==> config.mk <==
export PLATFORM = sky130hd
export DESIGN_NAME = spi_flash_responder
export DESIGN_NICKNAME = d
export VERILOG_FILES = /design/src/rtl/spi_flash_pkg.sv /design/src/rtl/spi_sync_edge.sv /design/src/rtl/spi_flash_responder.sv
export SDC_FILE = /design/constraint.sdc
export NUM_CORES = 1
export LEC_CHECK = 0
export BUFFER_PORTS_ARGS = -buffer_cell sky130_fd_sc_hd__buf_2
export CAP_MARGIN = 10
export CORE_MARGIN = 1.5
export CORE_UTILIZATION = 54
export DETAILED_ROUTE_END_ITERATION = 16
export PLACE_DENSITY = 0.82
export SETUP_SLACK_MARGIN = 0.15
export SLEW_MARGIN = 20
export SYNTH_ARGS = -nofsm -noshare
export SYNTH_HDL_FRONTEND = slang
export SYNTH_SLANG_ARGS = --single-unit
==> constraint.sdc <==
create_clock -name clk_100mhz -period 2 [get_ports clk_100mhz]
set_input_delay 0.3 -clock clk_100mhz [delete_from_list [all_inputs] [get_ports clk_100mhz]]
set_output_delay 0.3 -clock clk_100mhz [all_outputs]
set_load 0.02 [all_outputs]
==> src/rtl/spi_flash_pkg.sv <==
// Opcodes and state encoding shared between the flash responder and the flash
// initiator, so both ends agree on the command set.
package spi_flash_pkg;

  localparam logic [7:0] OP_READ  = 8'h03;
  localparam logic [7:0] OP_RESET = 8'hF0;

  localparam int ADDR_W = 24;

  typedef enum logic [2:0] {
    ST_IDLE   = 3'd0,
    ST_CMD    = 3'd1,
    ST_ADDR   = 3'd2,
    ST_DATA   = 3'd3,
    ST_IGNORE = 3'd4
  } flash_state_t;

  // Byte address increment; wraps 0xFFFFFF -> 0x000000.
  function automatic logic [ADDR_W-1:0] addr_inc(input logic [ADDR_W-1:0] a);
    return a + ADDR_W'(1);
  endfunction

endpackage

==> src/rtl/spi_sync_edge.sv <==
// Multi-flop synchronizer for one asynchronous SPI pin, followed by a one-flop
// history register that yields single-cycle rise/fall strobes.
module spi_sync_edge #(
  parameter int   STAGES  = 2,
  parameter logic RST_VAL = 1'b0
) (
  input  logic clk_100mhz,
  input  logic nrst,
  input  logic d,
  output logic q,
  output logic rise,
  output logic fall
);

  logic [STAGES-1:0] chain;
  logic              prev;

  always_ff @(posedge clk_100mhz or negedge nrst) begin
    if (!nrst) begin
      chain <= {STAGES{RST_VAL}};
      prev  <= RST_VAL;
    end else begin
      chain <= {chain[STAGES-2:0], d};
      prev  <= chain[STAGES-1];
    end
  end

  assign q    = chain[STAGES-1];
  assign rise = q & ~prev;
  assign fall = ~q & prev;

endmodule

==> src/rtl/spi_flash_responder.sv <==
// SPI mode-3 flash responder: serves READ (0x03) from a byte-wide memory port
// with auto-incrementing address and flags RESET (0xF0); all in clk_100mhz.
//
// state     | meaning
// ST_IDLE   | csn high, waiting for a csn falling edge
// ST_CMD    | shifting in the 8-bit opcode
// ST_ADDR   | shifting in the 24-bit start address
// ST_DATA   | streaming memory bytes out on miso
// ST_IGNORE | unsupported/finished command, waiting for csn high
module spi_flash_responder
  import spi_flash_pkg::*;
#(
  parameter int SYNC_STAGES = 2,
  parameter int MEM_LAT     = 1
) (
  input  logic        clk_100mhz,
  input  logic        nrst,
  input  logic        sclk,
  input  logic        csn,
  input  logic        mosi,
  output logic        miso,
  output logic        miso_oe,
  output logic        mem_rd,
  output logic [23:0] mem_addr,
  input  logic [7:0]  mem_rdata,
  output logic        rst_cmd,
  output logic        busy
);

  localparam int STG  = (SYNC_STAGES < 2) ? 2 : SYNC_STAGES;
  localparam int LAT  = (MEM_LAT >= 2) ? 2 : 1;
  localparam int SU_W = $clog2(STG + 2) + 1;
  localparam logic [SU_W-1:0] SU_DONE  = SU_W'(STG + 1);
  localparam logic [LAT-1:0]  PEND_LSB = LAT'(1);

  logic sclk_lvl_unused, sclk_rise, sclk_fall;
  logic csn_s, csn_rise, csn_fall;
  logic mosi_s, mosi_rise_unused, mosi_fall_unused;

  spi_sync_edge #(.STAGES(STG), .RST_VAL(1'b1)) u_sync_sclk (
    .clk_100mhz (clk_100mhz),
    .nrst       (nrst),
    .d          (sclk),
    .q          (sclk_lvl_unused),
    .rise       (sclk_rise),
    .fall       (sclk_fall)
  );

  spi_sync_edge #(.STAGES(STG), .RST_VAL(1'b1)) u_sync_csn (
    .clk_100mhz (clk_100mhz),
    .nrst       (nrst),
    .d          (csn),
    .q          (csn_s),
    .rise       (csn_rise),
    .fall       (csn_fall)
  );

  spi_sync_edge #(.STAGES(STG), .RST_VAL(1'b0)) u_sync_mosi (
    .clk_100mhz (clk_100mhz),
    .nrst       (nrst),
    .d          (mosi),
    .q          (mosi_s),
    .rise       (mosi_rise_unused),
    .fall       (mosi_fall_unused)
  );

  flash_state_t      state;
  logic [4:0]        bit_cnt;
  logic [7:0]        cmd_sr;
  logic [7:0]        out_sr;
  logic [23:0]       addr;
  logic [LAT-1:0]    pend;
  logic [SU_W-1:0]   su_cnt;
  logic              armed;

  logic [7:0]  cmd_next;
  logic [23:0] addr_next;

  assign cmd_next  = {cmd_sr[6:0], mosi_s};
  assign addr_next = {addr[22:0], mosi_s};

  always_ff @(posedge clk_100mhz or negedge nrst) begin
    if (!nrst) begin
      state    <= ST_IDLE;
      bit_cnt  <= '0;
      cmd_sr   <= '0;
      out_sr   <= '0;
      addr     <= '0;
      pend     <= '0;
      su_cnt   <= '0;
      armed    <= 1'b0;
      miso     <= 1'b1;
      miso_oe  <= 1'b0;
      mem_rd   <= 1'b0;
      mem_addr <= '0;
      rst_cmd  <= 1'b0;
      busy     <= 1'b0;
    end else begin
      mem_rd  <= 1'b0;
      rst_cmd <= 1'b0;
      pend    <= (pend << 1) | (mem_rd ? PEND_LSB : '0);

      // The csn synchronizer comes out of reset reading "high"; a csn already
      // low at release would look like a falling edge. Only arm once real
      // samples have filled the chain and csn has actually been seen high.
      if (su_cnt != SU_DONE) su_cnt <= su_cnt + SU_W'(1);
      else if (csn_s)        armed  <= 1'b1;

      if (csn_rise) begin
        state   <= ST_IDLE;
        bit_cnt <= '0;
        pend    <= '0;
        miso_oe <= 1'b0;
        miso    <= 1'b1;
        busy    <= 1'b0;
      end else begin
        unique case (state)
          ST_IDLE: begin
            if (csn_fall && armed) begin
              state   <= ST_CMD;
              bit_cnt <= '0;
              cmd_sr  <= '0;
              busy    <= 1'b1;
            end
          end

          ST_CMD: begin
            if (sclk_rise) begin
              cmd_sr <= cmd_next;
              if (bit_cnt == 5'd7) begin
                bit_cnt <= '0;
                if (cmd_next == OP_READ) begin
                  state <= ST_ADDR;
                  addr  <= '0;
                end else begin
                  state <= ST_IGNORE;
                  if (cmd_next == OP_RESET) rst_cmd <= 1'b1;
                end
              end else begin
                bit_cnt <= bit_cnt + 5'd1;
              end
            end
          end

          ST_ADDR: begin
            if (sclk_rise) begin
              addr <= addr_next;
              if (bit_cnt == 5'd23) begin
                bit_cnt  <= '0;
                mem_rd   <= 1'b1;
                mem_addr <= addr_next;
                miso_oe  <= 1'b1;
                state    <= ST_DATA;
              end else begin
                bit_cnt <= bit_cnt + 5'd1;
              end
            end
          end

          ST_DATA: begin
            if (sclk_fall) begin
              miso   <= out_sr[7];
              out_sr <= {out_sr[6:0], 1'b0};
            end else if (sclk_rise) begin
              if (bit_cnt == 5'd7) begin
                bit_cnt  <= '0;
                addr     <= addr_inc(addr);
                mem_addr <= addr_inc(addr);
                mem_rd   <= 1'b1;
              end else begin
                bit_cnt <= bit_cnt + 5'd1;
              end
            end
          end

          ST_IGNORE: ;

          default: state <= ST_IDLE;
        endcase

        // Fetch lands between the 8th rise and the next fall, so it never
        // collides with a shift.
        if (pend[LAT-1]) out_sr <= mem_rdata;
      end
    end
  end

endmodule

==> run summary <==
share of the synthesized area in the top cell type = 0.4281
Peak Freq = 495.5 MHz
crit-path max FO = 8
initial antenna violation count = 0
Cell Area, Placed = 5499 um^2
first-pass GRT wire length = 20,690 um
Sw Ratio = 0.2426
Power per Cell Area = 581.4 nW/um^2
P_sw = 0.0008645 W
asr flop ratio synth = 1.000
Mapped Area = 4793 um^2
1st-iter DRT viols = 444
DIE AREA = 9451 um^2
clk_lat worst skew = 0.38 ns
GPL Wtd Cong = 0.9154
final count of negative-setup-slack endpoints = 3
via total after detailed routing = 4,548
crit share post-route = 1.009
worst reg2reg setup slack = -0.02 ns
sequential area share after synthesis = 0.4665
Post-Syn Nets = 534
critical path startpoint = cmd_sr[6]$_DFFE_PN0P_
Worst IR Drop VDD = 0.4874 mV
CP Cell Sequence = nor4b_4 > a21oi_2 > or4_4 > buf_4 > o21ai_2 > o31ai_2
Post-Route Setup TNS = -0.03650 ns
setup slack after layout = -0.01837 ns
Die Height = 97.22 um
vias in the first global route = 4,280
Worst EP arrival = 2.27 ns
layout cells sized above 1 = 0.3312
final hold slack = 0.01663 ns
Tightest Hold Check Type = in -> reg
antenna violation net count after detailed routing = 0
root cell of the clock tree = clkbuf_8
# clock sinks = 89
YS warnings = 0
Detailed Route WL = 12,970 um
P&R area growth vs syn = 27.88%
Starting Density = 0.5523
Synth Area per Inst = 9.271 um^2
Setup CP Type = reg -> reg
clock skew = 0.007642 ns
Tmin final = 2.018 ns
Longest Clk Path Bufs = 2
main flop type after synthesis = dfrtp_1
final hold violations = 0
Post-Synthesis Cells = 517
final core utilization = 0.7063
DR pass1 iterations = 7
Post-DP HPWL = 8460 um
Yosys top cell by area = dfrtp_1
Reg2Reg Depth = 6
Slew Limit Fails = 0
fin area = 6130 um^2
WP data required = 2.25 ns
core box area = 8678 um^2
htree depth = 3
top-count cell post-synth = dfrtp_1
largest net degree at the start of global routing = 43
Horiz. Die Dim = 97.22 um
slowest CP cell = or4_4
Slew headroom = 0.6356
port bufs = 41
# diodes = 0
Comb pwr share = 0.077
MaxCap Viol Count = 0
Crit. End Element = flop
Vias per Instance = 6.230
violated checks = setup timing
reg2reg start = cmd_sr[6]$_DFFE_PN0P_
status = finished, violations left
io pins = 42
GRT overflow = 0
Post-Layout Cell Count = 730
DRC viols = 0
Int Power = 0.002699 W
crit path capture = addr[0]$_DFFE_PN0P_
top cells by count, synth = dfrtp_1 (82), nand2_1 (69), o21ai_0 (46)
RSZ-0062 raised after global routing = true
FF-to-FF End = addr[0]$_DFFE_PN0P_
Final nets = 634
Post-synth EDFFs = 0
WL per Instance = 17.77 um
share of power burned in registers = 0.525
top cells by area, synth = dfrtp_1 (43%), nand2_1 (5.4%), o21ai_0 (4.8%), mux2i_1 (4.6%), dfstp_2 (3.8%)
Leak = 2.714 nW
fillers = 623
CTS Buf Count = 9
GRT Total Usage = 0.2704
#FFs+latches synth = 89
number of distinct library cells after synthesis = 60
clock slew at reported path FFs = 0.09 ns
Clk network pwr share = 0.399
std cell rows = 34
CTS tree = done
dpl cells = 686
element type at the critical path start = flop
Crit path largest cell delay = 0.56 ns
Worst Tran Pin Value = 0.5466 ns
==> sequential cells by signal, summed over array words and instances (netlist names) <==
name               count
armed                  1
out_sr                 8
rst_cmd                1
bit_cnt                5
miso_oe                1
mem_rd                 1
u_sync_mosi.chain      2
busy                   1
state                  3
u_sync_csn.prev        1
u_sync_sclk.chain      2
u_sync_sclk.prev       1
addr                  24
miso                   1
cmd_sr                 7
u_sync_csn.chain       2
pend                   1
su_cnt                 3
mem_addr              24
==> critical path, delay by kind of cell (launching register included) <==
kind / cells / cell delay (ns)
AOI/OAI and AO/OA: 3 / 0.37
and+or+nand+nor: 2 / 0.90
buffers and inverters: 1 / 0.20
DFF: 1 / 0.42
==> per-stage QoR <==
stage | setup WS, ns | power, W
6_report | -0.01837 | 0.003564
5_1_grt | -0.05999 | 0.003674
4_1_cts | -0.02366 | 0.003546
3_5_place_dp | -0.02282 | 0.002148
3_3_place_gp | 0.03553 | 0.002136
2_1_floorplan | 0.04522 | 0.002017
==> power groups by stage <==
| stage | Combinational [W] | Clock, W | Sequential, W |
|---|---|---|---|
| floorplan | 0.000116 | 0 | 0.00190 |
| global placement | 0.000235 | 0 | 0.00190 |
| detailed placement | 0.000244 | 0 | 0.00190 |
| CTS | 0.000255 | 0.00142 | 0.00187 |
| global route | 0.000302 | 0.00150 | 0.00188 |
| finish | 0.000273 | 0.00142 | 0.00187 |
==> cell type report <==
type	instances	area, um^2	area share
well taps	108	135.1	0.02205
multi-input cells	379	2534	0.4133
flip-flops and latches	89	2243	0.3660
clock buffers	10	137.6	0.02245
inverters	7	26.28	0.004287
repair buffers	131	963.4	0.1572
clock inverters	6	90.09	0.01470
==> layer usage <==
metal,wire (um),track usage,up-vias
met5,0,0,-
met4,359,0.1121,0
met3,850,0.04604,42
met2,6647,0.4605,212
met1,5116,0.3424,2217
li1,-,-,2077
==> cells by family after synthesis <==
group | Yosys count | share of synthesized area
AND/OR/NAND/NOR | 207 | 0.2268
AO/OA/AOI/OAI | 130 | 0.1749
flip-flops | 89 | 0.4665
buffers and inverters | 49 | 0.04568
multiplexers | 23 | 0.04829
XOR/XNOR | 15 | 0.02741
adder cells (fa/ha/maj) | 4 | 0.01044
==> repair_timing <==
| action | 4_1_cts | 5_1_grt |
|---|---|---|
| pin swaps | 11 | 16 |
| resized for setup | 16 | 42 |
| setup buffers | 12 | 15 |
| hold buffers | 1 | 0 |
| hold endpoints to repair | 38 | 0 |
| endpoints found under the setup margin | 39 | 49 |
==> placed cells by master (no fill, tap or decap), types with 6 or more instances in the layout <==
cell,synthesis,routed
buf_4,1,81
dfrtp_1,82,76
nand2_1,69,65
buf_2,13,40
nor2_1,38,36
o21ai_0,46,27
nand3_1,26,26
mux2i_1,22,21
a21oi_1,23,20
nand4_1,15,15
o21ai_1,0,13
clkbuf_8,0,10
xnor2_1,9,9
a22o_1,8,8
nor3_1,10,7
o211ai_1,7,7
dfstp_2,7,7
inv_1,6,6
a21o_1,6,6
o21ai_2,0,6
dfrtp_2,0,6
==> worst min path at each step <==
| stage | cells after the start | to | slack (ns) | startpoint |
|---|---|---|---|---|
| 4_1_cts | 1 | u_sync_sclk.chain[0]$_DFF_PN1_ | 0.02 | sclk |
| 2_1_floorplan | 0 | addr[0]$_DFFE_PN0P_ | 0.004 | nrst |
| 5_1_grt | 1 | u_sync_csn.chain[0]$_DFF_PN1_ | 0.005 | csn |
| 6_report | 1 | u_sync_sclk.chain[0]$_DFF_PN1_ | 0.02 | sclk |
| 3_5_place_dp | 1 | mem_addr[7]$_DFFE_PN0P_ | 0.33 | nrst |
| 3_3_place_gp | 1 | mem_addr[7]$_DFFE_PN0P_ | 0.33 | nrst |
Power figures use the tool's default switching activity.
